$ cat config.mk
export PLATFORM = sky130hd
export DESIGN_NAME = countdown_timer_flat
export DESIGN_NICKNAME = d
export VERILOG_FILES = /design/src/rtl/timer_pkg.sv /design/src/rtl/countdown_timer_if.sv /design/src/rtl/bcd_down_digit.sv /design/src/rtl/countdown_timer.sv /design/src/flat_wrapper.sv
export SDC_FILE = /design/constraint.sdc
export NUM_CORES = 1
export LEC_CHECK = 0
export BUFFER_PORTS_ARGS = -buffer_cell sky130_fd_sc_hd__buf_2
export CORE_ASPECT_RATIO = 0.7
export CORE_MARGIN = 5
export CORE_UTILIZATION = 46
export CTS_CLUSTER_SIZE = 10
export DETAILED_ROUTE_END_ITERATION = 8
export MAX_ROUTING_LAYER = met4
export PLACE_DENSITY = 0.77
export SYNTH_ARGS = -nofsm -noshare
export SYNTH_HDL_FRONTEND = slang
export SYNTH_SLANG_ARGS = --single-unit
$ cat constraint.sdc
create_clock -name i_Clock -period 2.3 [get_ports i_Clock]
set_input_delay 0 -clock i_Clock [delete_from_list [all_inputs] [get_ports i_Clock]]
set_output_delay 0 -clock i_Clock [all_outputs]
set_load 0.005 [all_outputs]
$ cat src/rtl/timer_pkg.sv
// Shared definitions for the BCD mm:ss countdown timer.
//   timer_state_e : controller state encoding
//   c_BCD_WIDTH   : width of one BCD digit
//   c_MAX_NINE / c_MAX_FIVE : digit limits used on load clamp and borrow wrap
package timer_pkg;

  localparam int c_BCD_WIDTH = 4;
  localparam int c_MAX_NINE  = 9;
  localparam int c_MAX_FIVE  = 5;

  typedef enum logic [1:0] {
    ST_IDLE    = 2'd0,
    ST_RUNNING = 2'd1,
    ST_PAUSED  = 2'd2,
    ST_EXPIRED = 2'd3
  } timer_state_e;

endpackage

$ cat src/rtl/countdown_timer_if.sv
// Control and display bundle of the countdown timer.
//   master : drives tick/load/start/stop, observes the digits and status
//   slave  : the timer itself
interface countdown_timer_if;
  import timer_pkg::*;

  logic                   i_Tick;
  logic                   i_Load;
  logic [15:0]            i_Load_Data;
  logic                   i_Start;
  logic                   i_Stop;
  logic [c_BCD_WIDTH-1:0] o_Min_Tens;
  logic [c_BCD_WIDTH-1:0] o_Min_Ones;
  logic [c_BCD_WIDTH-1:0] o_Sec_Tens;
  logic [c_BCD_WIDTH-1:0] o_Sec_Ones;
  logic                   o_Running;
  logic                   o_Done;
  logic                   o_Zero;

  modport master (
    output i_Tick, i_Load, i_Load_Data, i_Start, i_Stop,
    input  o_Min_Tens, o_Min_Ones, o_Sec_Tens, o_Sec_Ones,
    input  o_Running, o_Done, o_Zero
  );

  modport slave (
    input  i_Tick, i_Load, i_Load_Data, i_Start, i_Stop,
    output o_Min_Tens, o_Min_Ones, o_Sec_Tens, o_Sec_Ones,
    output o_Running, o_Done, o_Zero
  );

endinterface

$ cat src/rtl/bcd_down_digit.sv
// One BCD down-counting digit.
//   i_Clock, i_Reset_n : clock, async active-low reset (to c_RESET_VAL)
//   i_Load / i_Load_Value : load, clamped to c_MAX
//   i_Borrow_In : decrement this cycle; 0 wraps to c_MAX
//   o_Data : current digit; o_Borrow : borrow to the next digit (combinational)
module bcd_down_digit
  import timer_pkg::*;
#(
  parameter int                     c_MAX       = 9,
  parameter logic [c_BCD_WIDTH-1:0] c_RESET_VAL = '0
) (
  input  logic                   i_Clock,
  input  logic                   i_Reset_n,
  input  logic                   i_Load,
  input  logic [c_BCD_WIDTH-1:0] i_Load_Value,
  input  logic                   i_Borrow_In,
  output logic [c_BCD_WIDTH-1:0] o_Data,
  output logic                   o_Borrow
);

  localparam logic [c_BCD_WIDTH-1:0] c_MAX_V = c_BCD_WIDTH'(c_MAX);

  logic [c_BCD_WIDTH-1:0] data_q, data_d;

  always_comb begin
    data_d = data_q;
    if (i_Load) begin
      data_d = (i_Load_Value > c_MAX_V) ? c_MAX_V : i_Load_Value;
    end else if (i_Borrow_In) begin
      data_d = (data_q == '0) ? c_MAX_V : data_q - c_BCD_WIDTH'(1);
    end
  end

  always_ff @(posedge i_Clock or negedge i_Reset_n) begin
    if (!i_Reset_n) data_q <= c_RESET_VAL;
    else            data_q <= data_d;
  end

  assign o_Data   = data_q;
  assign o_Borrow = i_Borrow_In && (data_q == '0);

endmodule

$ cat src/rtl/countdown_timer.sv
// BCD mm:ss countdown timer with load/start/stop control and expiry pulse.
//   i_Clock, i_Reset_n : clock, async active-low reset
//   tmr (slave)        : tick/load/start/stop in; digits, running, done, zero out
//
// state      | meaning
// -----------+-------------------------------------------------
// ST_IDLE    | preset loaded or reset, waiting for start
// ST_RUNNING | decrementing once per tick
// ST_PAUSED  | value frozen, start resumes
// ST_EXPIRED | reached 00:00 while running, held until a load
module countdown_timer
  import timer_pkg::*;
#(
  parameter logic [15:0] c_RESET_VALUE = 16'h0000,
  parameter int          c_DIGIT_WIDTH = 4
) (
  input  logic              i_Clock,
  input  logic              i_Reset_n,
  countdown_timer_if.slave  tmr
);

  logic [c_DIGIT_WIDTH-1:0] mt, mo, st, so;
  logic so_borrow, st_borrow, mo_borrow, mt_borrow_unused;
  logic zero, at_one, dec_en;

  timer_state_e state_q, state_d;
  logic         running_q, running_d;
  logic         done_q, done_d;

  assign zero   = ({mt, mo, st, so} == 16'h0000);
  assign at_one = ({mt, mo, st, so} == 16'h0001);

  // Priority: load > stop > start > tick. A load always returns to IDLE.
  always_comb begin
    state_d = state_q;
    done_d  = 1'b0;
    dec_en  = 1'b0;
    if (tmr.i_Load) begin
      state_d = ST_IDLE;
    end else begin
      case (state_q)
        ST_IDLE: begin
          if (!tmr.i_Stop && tmr.i_Start && !zero) state_d = ST_RUNNING;
        end
        ST_RUNNING: begin
          if (tmr.i_Stop) begin
            state_d = ST_PAUSED;
          end else if (tmr.i_Tick) begin
            dec_en = 1'b1;
            if (at_one) begin
              state_d = ST_EXPIRED;
              done_d  = 1'b1;
            end
          end
        end
        ST_PAUSED: begin
          if (!tmr.i_Stop && tmr.i_Start) state_d = ST_RUNNING;
        end
        default: state_d = ST_EXPIRED;
      endcase
    end
    running_d = (state_d == ST_RUNNING);
  end

  always_ff @(posedge i_Clock or negedge i_Reset_n) begin
    if (!i_Reset_n) begin
      state_q   <= ST_IDLE;
      running_q <= 1'b0;
      done_q    <= 1'b0;
    end else begin
      state_q   <= state_d;
      running_q <= running_d;
      done_q    <= done_d;
    end
  end

  bcd_down_digit #(.c_MAX(c_MAX_NINE), .c_RESET_VAL(c_RESET_VALUE[3:0])) u_sec_ones (
    .i_Clock(i_Clock), .i_Reset_n(i_Reset_n), .i_Load(tmr.i_Load),
    .i_Load_Value(tmr.i_Load_Data[3:0]), .i_Borrow_In(dec_en),
    .o_Data(so), .o_Borrow(so_borrow)
  );

  bcd_down_digit #(.c_MAX(c_MAX_FIVE), .c_RESET_VAL(c_RESET_VALUE[7:4])) u_sec_tens (
    .i_Clock(i_Clock), .i_Reset_n(i_Reset_n), .i_Load(tmr.i_Load),
    .i_Load_Value(tmr.i_Load_Data[7:4]), .i_Borrow_In(so_borrow),
    .o_Data(st), .o_Borrow(st_borrow)
  );

  bcd_down_digit #(.c_MAX(c_MAX_NINE), .c_RESET_VAL(c_RESET_VALUE[11:8])) u_min_ones (
    .i_Clock(i_Clock), .i_Reset_n(i_Reset_n), .i_Load(tmr.i_Load),
    .i_Load_Value(tmr.i_Load_Data[11:8]), .i_Borrow_In(st_borrow),
    .o_Data(mo), .o_Borrow(mo_borrow)
  );

  // Never borrows in practice: decrement is only enabled above 00:00.
  bcd_down_digit #(.c_MAX(c_MAX_NINE), .c_RESET_VAL(c_RESET_VALUE[15:12])) u_min_tens (
    .i_Clock(i_Clock), .i_Reset_n(i_Reset_n), .i_Load(tmr.i_Load),
    .i_Load_Value(tmr.i_Load_Data[15:12]), .i_Borrow_In(mo_borrow),
    .o_Data(mt), .o_Borrow(mt_borrow_unused)
  );

  assign tmr.o_Min_Tens = mt;
  assign tmr.o_Min_Ones = mo;
  assign tmr.o_Sec_Tens = st;
  assign tmr.o_Sec_Ones = so;
  assign tmr.o_Running  = running_q;
  assign tmr.o_Done     = done_q;
  assign tmr.o_Zero     = zero;

endmodule

$ cat src/flat_wrapper.sv
// flat-port wrapper written by rule: the top's interface ports become plain ports
module countdown_timer_flat import timer_pkg::*;
#(
  parameter logic [15:0] c_RESET_VALUE = 16'h0000,
  parameter int          c_DIGIT_WIDTH = 4
)
  (i_Clock, i_Reset_n, tmr_i_Tick, tmr_i_Load, tmr_i_Load_Data, tmr_i_Start, tmr_i_Stop, tmr_o_Min_Tens, tmr_o_Min_Ones, tmr_o_Sec_Tens, tmr_o_Sec_Ones, tmr_o_Running, tmr_o_Done, tmr_o_Zero);
  countdown_timer_if tmr_i ();
  input  logic i_Clock;
  input  logic i_Reset_n;
  input wire logic [$bits(tmr_i.i_Tick)-1:0] tmr_i_Tick;
  input wire logic [$bits(tmr_i.i_Load)-1:0] tmr_i_Load;
  input wire logic [$bits(tmr_i.i_Load_Data)-1:0] tmr_i_Load_Data;
  input wire logic [$bits(tmr_i.i_Start)-1:0] tmr_i_Start;
  input wire logic [$bits(tmr_i.i_Stop)-1:0] tmr_i_Stop;
  output wire logic [$bits(tmr_i.o_Min_Tens)-1:0] tmr_o_Min_Tens;
  output wire logic [$bits(tmr_i.o_Min_Ones)-1:0] tmr_o_Min_Ones;
  output wire logic [$bits(tmr_i.o_Sec_Tens)-1:0] tmr_o_Sec_Tens;
  output wire logic [$bits(tmr_i.o_Sec_Ones)-1:0] tmr_o_Sec_Ones;
  output wire logic [$bits(tmr_i.o_Running)-1:0] tmr_o_Running;
  output wire logic [$bits(tmr_i.o_Done)-1:0] tmr_o_Done;
  output wire logic [$bits(tmr_i.o_Zero)-1:0] tmr_o_Zero;
  assign tmr_i.i_Tick = tmr_i_Tick;
  assign tmr_i.i_Load = tmr_i_Load;
  assign tmr_i.i_Load_Data = tmr_i_Load_Data;
  assign tmr_i.i_Start = tmr_i_Start;
  assign tmr_i.i_Stop = tmr_i_Stop;
  assign tmr_o_Min_Tens = tmr_i.o_Min_Tens;
  assign tmr_o_Min_Ones = tmr_i.o_Min_Ones;
  assign tmr_o_Sec_Tens = tmr_i.o_Sec_Tens;
  assign tmr_o_Sec_Ones = tmr_i.o_Sec_Ones;
  assign tmr_o_Running = tmr_i.o_Running;
  assign tmr_o_Done = tmr_i.o_Done;
  assign tmr_o_Zero = tmr_i.o_Zero;
  countdown_timer #(.c_RESET_VALUE(c_RESET_VALUE), .c_DIGIT_WIDTH(c_DIGIT_WIDTH)) u_core (.i_Clock(i_Clock), .i_Reset_n(i_Reset_n), .tmr(tmr_i));
endmodule
== Word-level counts from Yosys, hierarchy flattened ==
Index checks and enable logic that the tools add are counted.

* Register bits after elaboration: 20
* Bits of input ports: 22
* Output and inout port bits: 19
* Word-level logic and storage cells: 68

* $add $sub $neg: 4
* Magnitude comparators: 4
* Eq/ne operators: 4
* Muxes and demuxes: 32
* Reduce and logical (&&, ||, !) cells: 17

{| class="wikitable"
|+ Operator list
! cell !! number
|-
| 4-bit two-way mux || 16
|-
| 16-bit by 1-bit == test with 1-bit output, second input constant || 1
|-
| 16-bit logical NOT || 1
|-
| 4-bit logical NOT || 4
|-
| 4-bit by 1-bit subtractor with 4-bit output, second input constant || 4
|-
| 4-bit > comparator, second input constant || 3
|-
| 2-bit two-way mux || 6
|-
| 1-bit two-way mux || 9
|-
| 2-bit nonzero test || 4
|-
| 2-bit one-hot mux with 3 select lines || 1
|-
| 1-bit logical AND || 5
|-
| 2-bit by 1-bit == test with 1-bit output, second input constant || 2
|-
| 4-bit by 3-bit > comparator with 1-bit output, second input constant || 1
|-
| 2-bit == test, second input constant || 1
|-
| 1-bit logical NOT || 2
|-
| 2-bit logical NOT || 1
|}

== Logic depth before layout (Yosys ltp) ==
Gate-level depths: netlist (run 1).

* Depth in word-level cells: 9
* Gate-level depth with buffers: 5

== Modules after synthesis ==
A second synthesis (run 1) with hierarchy kept.

* Cell total of the unflattened synthesis: 116
* Area total of the unflattened synthesis: 1194.9 um^2

{| class="wikitable"
|+ By module, submodules not included
! module !! instances !! cells each !! area each (um^2) !! seq. area each (um^2)
|-
| bcd_down_digit (u_core.u_min_ones ...) || 3 || 23 || 245.2 || 100.1
|-
| countdown_timer || 1 || 26 || 252.7 || 100.1
|-
| bcd_down_digit (u_core.u_sec_tens) || 1 || 21 || 206.4 || 100.1
|}

== Least setup slack after synthesis (run 1) ==
Ideal clock, no wire load.

* Kind: reg-to-reg
* Start point: reg u_core.u_sec_ones.data_q[3] (netlist: u_core.u_sec_ones.o_Data[3])
* End point: reg u_core.u_min_tens.data_q[1] (netlist: u_core.u_min_tens.o_Data[1])
* Setup time: 0.082 ns
* Arrival: 1.611 ns
* Required time: 2.218 ns
* Slack: 0.607 ns
* Cell stages (with the launch flop): 5
* Path buffers: 0
* Clock period less this slack: 1.693 ns
* Cell sequence: dfrtp_1 nor4_4 nand4_2 or4_1 a31oi_1

* Word-level cells in the longest chain between the ends: 5

{| class="wikitable"
|+ RTL lines
! element !! line !! RTL
|-
| from (decl) || bcd_down_digit.sv:23 || <nowiki>logic [c_BCD_WIDTH-1:0] data_q, data_d;</nowiki>
|-
| from (signal assigned) || bcd_down_digit.sv:35 || <nowiki>if (!i_Reset_n) data_q <= c_RESET_VAL;</nowiki>
|-
| from (signal assigned) || bcd_down_digit.sv:36 || <nowiki>else data_q <= data_d;</nowiki>
|-
| 4-bit logical NOT || bcd_down_digit.sv:40 || <nowiki>assign o_Borrow = i_Borrow_In && (data_q == '0);</nowiki>
|-
| 1-bit logical AND (3 in a row) || bcd_down_digit.sv:40 ||
|-
| 2-bit nonzero test (no source line) || -- ||
|-
| to (signal assigned) || bcd_down_digit.sv:35 ||
|-
| to (signal assigned) || bcd_down_digit.sv:36 ||
|-
| to (decl) || bcd_down_digit.sv:23 ||
|}

No other way between the ends.
A chain may end at the register's enable or synchronous reset.

== Worst setup path after layout (run 1) ==
* Start point: reg u_core.u_sec_ones.data_q[3] (netlist: u_core.u_sec_ones.o_Data[3])
* End point: out tmr_o_Zero

* Word-level cells in the longest chain between the ends: 1

{| class="wikitable"
|+ RTL lines
! element !! line !! RTL
|-
| 16-bit logical NOT || countdown_timer.sv:30 || <nowiki>assign zero = ({mt, mo, st, so} == 16'h0000);</nowiki>
|-
| to (decl) || flat_wrapper.sv:22 || <nowiki>output wire logic [$bits(tmr_i.o_Zero)-1:0] tmr_o_Zero;</nowiki>
|}

No other way between the ends.

==> metrics.md, run 1 <==
| Metric | Value |
|---|---|
| Wire per inst | `14.42 um` |
| Post-detailed-route DRC marker count | `0` |
| Relative slew slack | `0.6743` |
| CTS buffer count | `3` |
| H-tree levels | `1` |
| Area growth syn-to-layout | `27.67%` |
| Critical R2R Launch | `u_core.u_sec_ones.o_Data[3]` |
| CTS tree | `done` |
| Final Max Slew Viols | `0` |
| Nets | `202` |
| Reg2Reg Setup Slack | `around 460 ps` |
| Overflow after GRT | `0` |
| Sw frac | `0.2866` |
| GR Util All Layers | `0.1817` |
| ANT cells | `0` |
| #FFs+latches synth | `20` |
| Final HPWL DP | `2305 um` |
| Initial detailed-routing violation count | `86` |
| Clock power frac | `0.280` |
| Worst setup EP type | `primary output` |
| Final Hold Fails | `0` |
| Post-Route Setup TNS | `0 ps` |
| CTS Sinks | `20` |
| Largest net degree at the start of global routing | `21` |
| Synth Cell Area | `approximately 1200 um^2` |
| Clock Path Buffers | `2` |
| Post-synthesis average cell area | `8.909 um^2` |
| Drt via density | `5.755` |
| Global-route wire length before repair | `5126 um` |
| Leak pwr | `0.6677 nW` |
| Status | `complete, no violations` |
| Endpoints failing setup | `0` |
| CP delay by family, top | `simple AND/OR/NAND/NOR gates` |
| Die H | `around 52 um` |
| Maximum fanout along the worst path | `5` |
| R2r worst-path depth | `4` |
| Initial antenna violation count | `0` |
| Reg2reg end | `u_core.tmr.o_Done` |
| Worst-Margin Slew | `between 400 and 500 ps` |
| Final Cycle Share | `0.8674` |
| Syn_nets | `155` |
| Initial Utilization | `0.4819` |
| Cells after Synth | `133` |
| Ys async rst share | `1.000` |
| Std cell rows | `15` |
| Max VDD drop | `333.7 uV` |
| Die X | `70.66 um` |
| I/O pins | `41` |
| Hold endpoint | `u_core.u_min_tens.o_Data[3]` |
| Layout cells sized above 1 | `0.2865` |
| Clk slew on worst S/H paths | `roughly 70 ps` |
| EDFF count, synth | `0` |
| Int Pwr | `0.5702 mW` |
| Maximum clock rate | `between 0.5 and 0.6 GHz` |
| Total number of vias | `1220` |
| Worst path arrival time | `roughly 2000 ps` |
| Clock root cell | `clkbuf_8` |
| Tightest Hold Check Type | `in -> reg` |
| Pwr Total | `around 0.8 mW` |
| Worst Path Buf+Inv | `1` |
| Top_reg_cell synth | `dfrtp_1` |
| Crit path time final | `about 2000 ps` |
| Post-cts sizing count | `0` |
| Slowest cell delay on critical path | `470 ps` |
| Reg power frac | `0.524` |
| Clk_lat worst skew | `260 ps` |
| Worst path cell trace | `nor4_4 -> nand4_2 -> or4_1 -> nor2_1 -> buf_2` |
| CP startpoint kind | `flop` |
| Final setup margin | `304.9 ps` |
| Combinational share of power | `0.195` |
| RD Place Congestion | `0.7777` |
| Cell Pwr Density | `528.4 nW/um^2` |
| Max-Cap Viols | `0` |
| Skew final | `roughly 5.1 ps` |
| Die ar. | `3707 um^2` |
| Sequential area share after synthesis | `0.4224` |
| Hold_sp | `tmr_i_Load_Data[15]` |
| P_sw | `0.2291 mW` |
| Vias in the first global route | `1101` |
| Worst EP required | `2300 ps` |
| Final wirelength | `3058 um` |
| Core area | `around 2500 um^2` |
| Worst Hold Depth | `3` |
| Fin area | `between 1500 and 2000 um^2` |
| DRT antenna net count | `0` |
| Type of the worst setup path | `reg -> out` |
| Place WS | `between 400 and 500 ps` |
| Dpl cell area | `1411 um^2` |
| Synth warnings | `0` |
| Number of port buffers | `40` |
| RSZ-0062 raised after global routing | `false` |
| Drt pass-1 iters | `4` |
| Slowest-stage cell, CP | `or4_1` |
| Synth cell types | `39` |
area by class of cell:
cell class                 instances  area, um^2
fill                             231       945.9
multi-input combinational        102       641.9
sequential                        20       500.5
timing repair buffer              46       260.3
tap                               34       42.54
clock buffer                       3       41.29
inverter                           7       26.28
metrics by stage:
step           instances  utilization  hold slack, ps
4_1_cts              211       0.6112           3.550
3_3_place_gp         203       0.5740          -25.12
6_report             212       0.6153           18.57
2_1_floorplan        133            -          -295.6
5_1_grt              212       0.6153           23.93
3_5_place_dp         203       0.5740          -22.70
cell families after synthesis:
kind of cell    share of synthesized area
xor+xnor                          0.03697
simple gates                       0.2661
mux                              0.008448
flops                              0.4224
compound gates                     0.2302
buf+inv                           0.03589
worst max path at each step:
stage / start / to / cells after the start
floorplan: u_core.u_sec_ones.o_Data[3] / u_core.u_min_tens.o_Data[1] / 4
global placement: u_core.u_sec_ones.o_Data[3] / u_core.u_min_tens.o_Data[1] / 4
detailed placement: u_core.u_sec_ones.o_Data[3] / u_core.tmr.o_Done / 4
CTS: u_core.u_sec_ones.o_Data[3] / tmr_o_Zero / 5
global route: u_core.u_sec_ones.o_Data[3] / tmr_o_Zero / 5
finish: u_core.u_sec_ones.o_Data[3] / tmr_o_Zero / 5
state kept, by name (all words and copies together) (netlist names):
name	count
u_core.u_min_ones.o_Data	4
u_core.u_min_tens.o_Data	4
u_core.u_sec_ones.o_Data	4
u_core.u_sec_tens.o_Data	4
u_core.state_q	2
u_core.tmr.o_Done	1
u_core.tmr.o_Running	1
layout by cell type (no fill, tap or decap), types with 3 or more instances in the layout:
master and n:
o21ai_0 15, nor3_1 4, nand4_1 4, buf_2 40, a21oi_1 9, nor2_1 15, or4_1 5, xnor2_1 3
dfrtp_1 20, clkbuf_8 3, nand2_1 6, dlygate4sd3_1 6, or2_2 3, inv_1 6, a31oi_1 6
synth_stat cells (all sizes together) (3+ instances only):
cell    instances  area [um^2]
nor3            4        20.02
nand2           6        22.52
a21oi           9        45.04
nand4           5        37.53
clkbuf          3        11.26
xnor2           3        26.28
inv             6        22.52
nor2           15        56.30
a31oi           6        37.54
o21ai          15        75.07
or4             5        37.54
dfrtp          20        500.5
or2             3        18.77
layer usage:
metal	GRT usage	wire [um]	up-vias
met4	0.04063	23	0
li1	-	-	596
met1	0.2314	1379	568
met5	-	0	-
met2	0.2842	1400	52
met3	0.06130	254	4
worst min-delay path, cell delays in order:
cell	delay, ps
buf_2	110
nor2_1	80
a31oi_1	40
repair_timing:
action / in CTS / in global routing
setup buffers: 0 / 0
hold endpoints to repair: 24 / 1
hold buffers: 5 / 1
power by group through the flow:
stage / Sequential (mW) / Clock (mW) / Combinational, mW
after floorplan: 0.420 / 0 / 0.0775
after global placement: 0.422 / 0 / 0.146
final: 0.419 / 0.224 / 0.156
after global routing: 0.425 / 0.245 / 0.177
after detailed placement: 0.424 / 0 / 0.149
after CTS: 0.418 / 0.235 / 0.157
No activity file was read; power rests on OpenSTA's default activity.
==> run 2: changes to the inputs <==
--- a/config.mk
+++ b/config.mk
@@ -5,6 +5,7 @@
 export SDC_FILE = /design/constraint.sdc
 export NUM_CORES = 1
 export LEC_CHECK = 0
+export ABC_AREA = 1
 export BUFFER_PORTS_ARGS = -buffer_cell sky130_fd_sc_hd__buf_2
 export CORE_ASPECT_RATIO = 0.7
 export CORE_MARGIN = 5
@@ -12,7 +13,7 @@
 export CTS_CLUSTER_SIZE = 10
 export DETAILED_ROUTE_END_ITERATION = 8
 export MAX_ROUTING_LAYER = met4
-export PLACE_DENSITY = 0.77
+export PLACE_DENSITY = 0.76
 export SYNTH_ARGS = -nofsm -noshare
 export SYNTH_HDL_FRONTEND = slang
 export SYNTH_SLANG_ARGS = --single-unit
==> run 2 against run 1 <==
Global-route usage shrank 1.6 points. Clock-buffer cell count is the same. Final cell count grew 14%. Final area grew 5.6%. Synthesized cell count grew 23%. Non-clock buffer count shrank 5. Wire length shrank 2.3%. Clock skew grew 1.2 ps. Worst setup slack gained 440 ps. Combinational power grew 97%. Maximum frequency grew 28%.
==> metrics.md, run 2 <==
| Metric | Value |
|---|---|
| Sequential area share after synthesis | `0.3883 (-0.03404)` |
| Drt via density | `5.037 (-12%)` |
| GR Util All Layers | `0.1658 (-0.01590)` |
| Die H | `54.29 um (+3.5%)` |
| Post-detailed-route DRC marker count | `0 (unchanged)` |
| Most frequent cells in the layout | `40 x buf_2, 32 x nand2_1, 20 x inv_1, 20 x dfrtp_1` |
| Layout cells sized above 1 | `0.3204 (+0.03387)` |
| Worst path arrival time | `1560 ps (-440 ps)` |
| Crit path time final | `1557 ps (-438.3 ps)` |
| CP startpoint kind | `flop` |
| Critical R2R Launch | `u_core.u_min_tens.o_Data[0]` |
| Die ar. | `3977 um^2 (+7.3%)` |
| Worst-Margin Slew | `457.7 ps (-27.90 ps)` |
| Reg power frac | `0.409 (-0.115)` |
| Worst path cell trace | `nor2_1 -> nand2_2 -> nor4_1 -> buf_2` |
| Combinational share of power | `0.278 (+0.083)` |
| Worst setup path startpoint | `u_core.u_min_tens.o_Data[0]` |
| Endpoints failing setup | `0 (unchanged)` |
| CTS tree | `done` |
| Core area | `2743 um^2 (+12%)` |
| Worst setup EP type | `primary output` |
| I/O pins | `41 (unchanged)` |
| Place WS | `912.1 ps (+421.1 ps)` |
| Overflow after GRT | `0 (unchanged)` |
| #FFs+latches synth | `20 (unchanged)` |
| Worst Path Buf+Inv | `1 (unchanged)` |
| Clock power frac | `0.313 (+0.033)` |
| Synth cell types | `34 (-13%)` |
| Synth top area share | `0.3883 (-0.03404)` |
| Cell Pwr Density | `692.7 nW/um^2 (+31%)` |
| Final HPWL DP | `2336 um (+1.3%)` |
| Synth Cell Area | `1289 um^2 (+8.8%)` |
| Int Pwr | `0.7552 mW (+32%)` |
| Initial detailed-routing violation count | `46 (-47%)` |
| Largest family of logic cells by synthesized area | `simple AND/OR/NAND/NOR gates` |
| Clk slew on worst S/H paths | `70 ps (about the same)` |
| Final Max Slew Viols | `0 (unchanged)` |
| Synth warnings | `0 (unchanged)` |
| Top_reg_cell synth | `dfrtp_1` |
| Type of the worst setup path | `reg -> out` |
| Nets | `229 (+13%)` |
| Ys async rst share | `1.000 (unchanged)` |
| Final Cycle Share | `0.6769 (-0.1906)` |
| Initial Utilization | `0.4699 (-0.01204)` |
| RSZ-0062 raised after global routing | `false` |
| Post-Synth XOR/XNOR Area | `0.01359 (-0.02337)` |
| Cells after Synth | `164 (+23%)` |
| Worst EP required | `2300 ps (about the same)` |
| Mux share of post-synthesis cell area | `0 (-0.008448)` |
| Drt pass-1 iters | `4 (unchanged)` |
| Max VDD drop | `429.2 uV (+29%)` |
| Relative slew slack | `0.6949 (+0.02060)` |
| Leak pwr | `0.8495 nW (+27%)` |
| Largest net degree at the start of global routing | `21 (unchanged)` |
| Synth Area in Compound Gates | `0.2107 (-0.01952)` |
| Maximum clock rate | `0.6423 GHz (+28%)` |
| Number of port buffers | `40 (unchanged)` |
| Clk_lat worst skew | `260 ps (about the same)` |
| Tightest Hold Check Type | `in -> reg` |
| Area growth syn-to-layout | `23.98%` |
| Hold_sp | `tmr_i_Load_Data[4]` |
| Post-Route Setup TNS | `0 ps (unchanged)` |
| EDFF count, synth | `0 (unchanged)` |
| Commonest non-fill, non-tap cell in the layout | `buf_2` |
| Most numerous cell in the Yosys netlist | `nand2_1` |
| Clock Path Buffers | `2 (unchanged)` |
| Vias in the first global route | `1126 (+2.3%)` |
| Std cell rows | `16 (+1)` |
| CP delay by family, top | `simple AND/OR/NAND/NOR gates` |
| Synth top cells by count | `32 x nand2_1, 20 x dfrtp_1, 20 x inv_1, 13 x nor2_1, 13 x o21ai_0` |
| RD Place Congestion | `0.8356 (+7.4%)` |
| Final setup margin | `743.2 ps (+438.3 ps)` |
| Post-synthesis average cell area | `7.858 um^2 (-12%)` |
| Clock root cell | `clkbuf_8` |
| CTS Sinks | `20 (unchanged)` |
| Area contributors post-synth | `dfrtp_1 39%, nand2_1 9.3%, inv_1 5.8%` |
| Slowest cell delay on critical path | `430 ps (-40 ps)` |
| Final Hold Fails | `0 (unchanged)` |
| CTS buffer count | `3 (unchanged)` |
| Max-Cap Viols | `0 (unchanged)` |
| Global-route wire length before repair | `4968 um (-3.1%)` |
| Final wirelength | `2989 um (-2.3%)` |
| Skew final | `6.329 ps (+1.190 ps)` |
| Initial antenna violation count | `0 (unchanged)` |
| Adder-cell share of the synthesized area | `0 (unchanged)` |
| Wire per inst | `12.35 um (-14%)` |
| P_sw | `0.3515 mW (+53%)` |
| Slowest-stage cell, CP | `dfrtp_1` |
| ANT cells | `0 (unchanged)` |
| Post-synth top area cell | `dfrtp_1` |
| DRT antenna net count | `0 (unchanged)` |
| Status | `complete, no violations` |
| Simple-gate share of the synthesized area | `0.3126 (+0.04652)` |
| H-tree levels | `1 (unchanged)` |
| Maximum fanout along the worst path | `5 (unchanged)` |
| Die X | `73.27 um (+3.7%)` |
| Sw frac | `0.3176 (+0.03099)` |
| Syn_nets | `186 (+20%)` |
| Total number of vias | `1219 (-0.082%)` |
[run 2: cell count changes in the layout (fill, tap and decap cells not counted), moves of 5 or more]
cell,delta
nand2_4,+5
nand3_1,+8
or4_1,-5
a31oi_1,-5
dlygate4sd3_1,-5
nand2_1,+26
inv_1,+14
[run 2: area by class of cell]
type,instances,area (um^2)
Tap cell,36,45.04
Fill cell,249,1145
Inverter,21,78.83
Clock buffer,3,41.29
Clock inverter,1,30.03
Multi-Input combinational cell,120,691.9
Timing Repair Buffer,41,210.2
Sequential cell,20,500.5
[run 2: through the flow]
step	cell area (um^2)	utilization	instances	total power, mW	hold WS, ps
after floorplan	1289	-	164	0.6543	-295.6
after global placement	1516	0.5529	237	0.7598	-20.56
after detailed placement	1516	0.5529	237	0.7666	-25.63
after CTS	1598	0.5826	242	1.116	19.76
after global routing	1598	0.5826	242	1.180	37.61
final	1598	0.5826	242	1.107	24.37
[run 2: power groups by stage]
stage                     logic, mW  registers [mW]  clock network, mW
after floorplan               0.199           0.456                  0
after global placement        0.304           0.456                  0
after detailed placement      0.309           0.458                  0
after CTS                     0.311           0.451              0.354
after global routing          0.349           0.461              0.370
final                         0.308           0.452              0.347
[run 2: worst register-to-register path, stage by stage (launching register included)]
cell and delay, ps:
dfrtp_1 430, nor2_1 270, nand2_2 150, nor2_4 110
nand3_1 100, a21oi_2 170, nor2_1 70
[run 2: repair_timing]
| action | CTS | global route |
|---|---|---|
| resized for setup | 0 | 0 |
| setup buffers | 0 | 0 |
| hold endpoints to repair | 20 | 0 |
| hold buffers | 1 | 0 |
[run 2: cell families after synthesis]
| logic type | Yosys count |
|---|---|
| simple gates | 75 |
| buf+inv | 24 |
| compound gates | 43 |
| flops | 20 |
| xor+xnor | 2 |
[run 2: worst paths after layout]
check / to / slack [ps] / cells after the start
max: tmr_o_Zero / 740 / 4
min: u_core.u_sec_tens.o_Data[0] / 20 / 3
max reg2reg: u_core.tmr.o_Running / 890 / 6
min reg2reg: u_core.u_sec_tens.o_Data[3] / 520 / 2
max in group asynchronous: u_core.u_min_ones.o_Data[2] / 1760 / 2
min in group asynchronous: u_core.u_min_tens.o_Data[2] / 220 / 2
[run 2: routing by layer]
| layer | part of all wire | GRT usage |
|---|---|---|
| met4 | 0 | 0.01840 |
| met2 | 0.41 | 0.2418 |
| met5 | 0 | - |
| met1 | 0.51 | 0.2355 |
| met3 | 0.076 | 0.04771 |
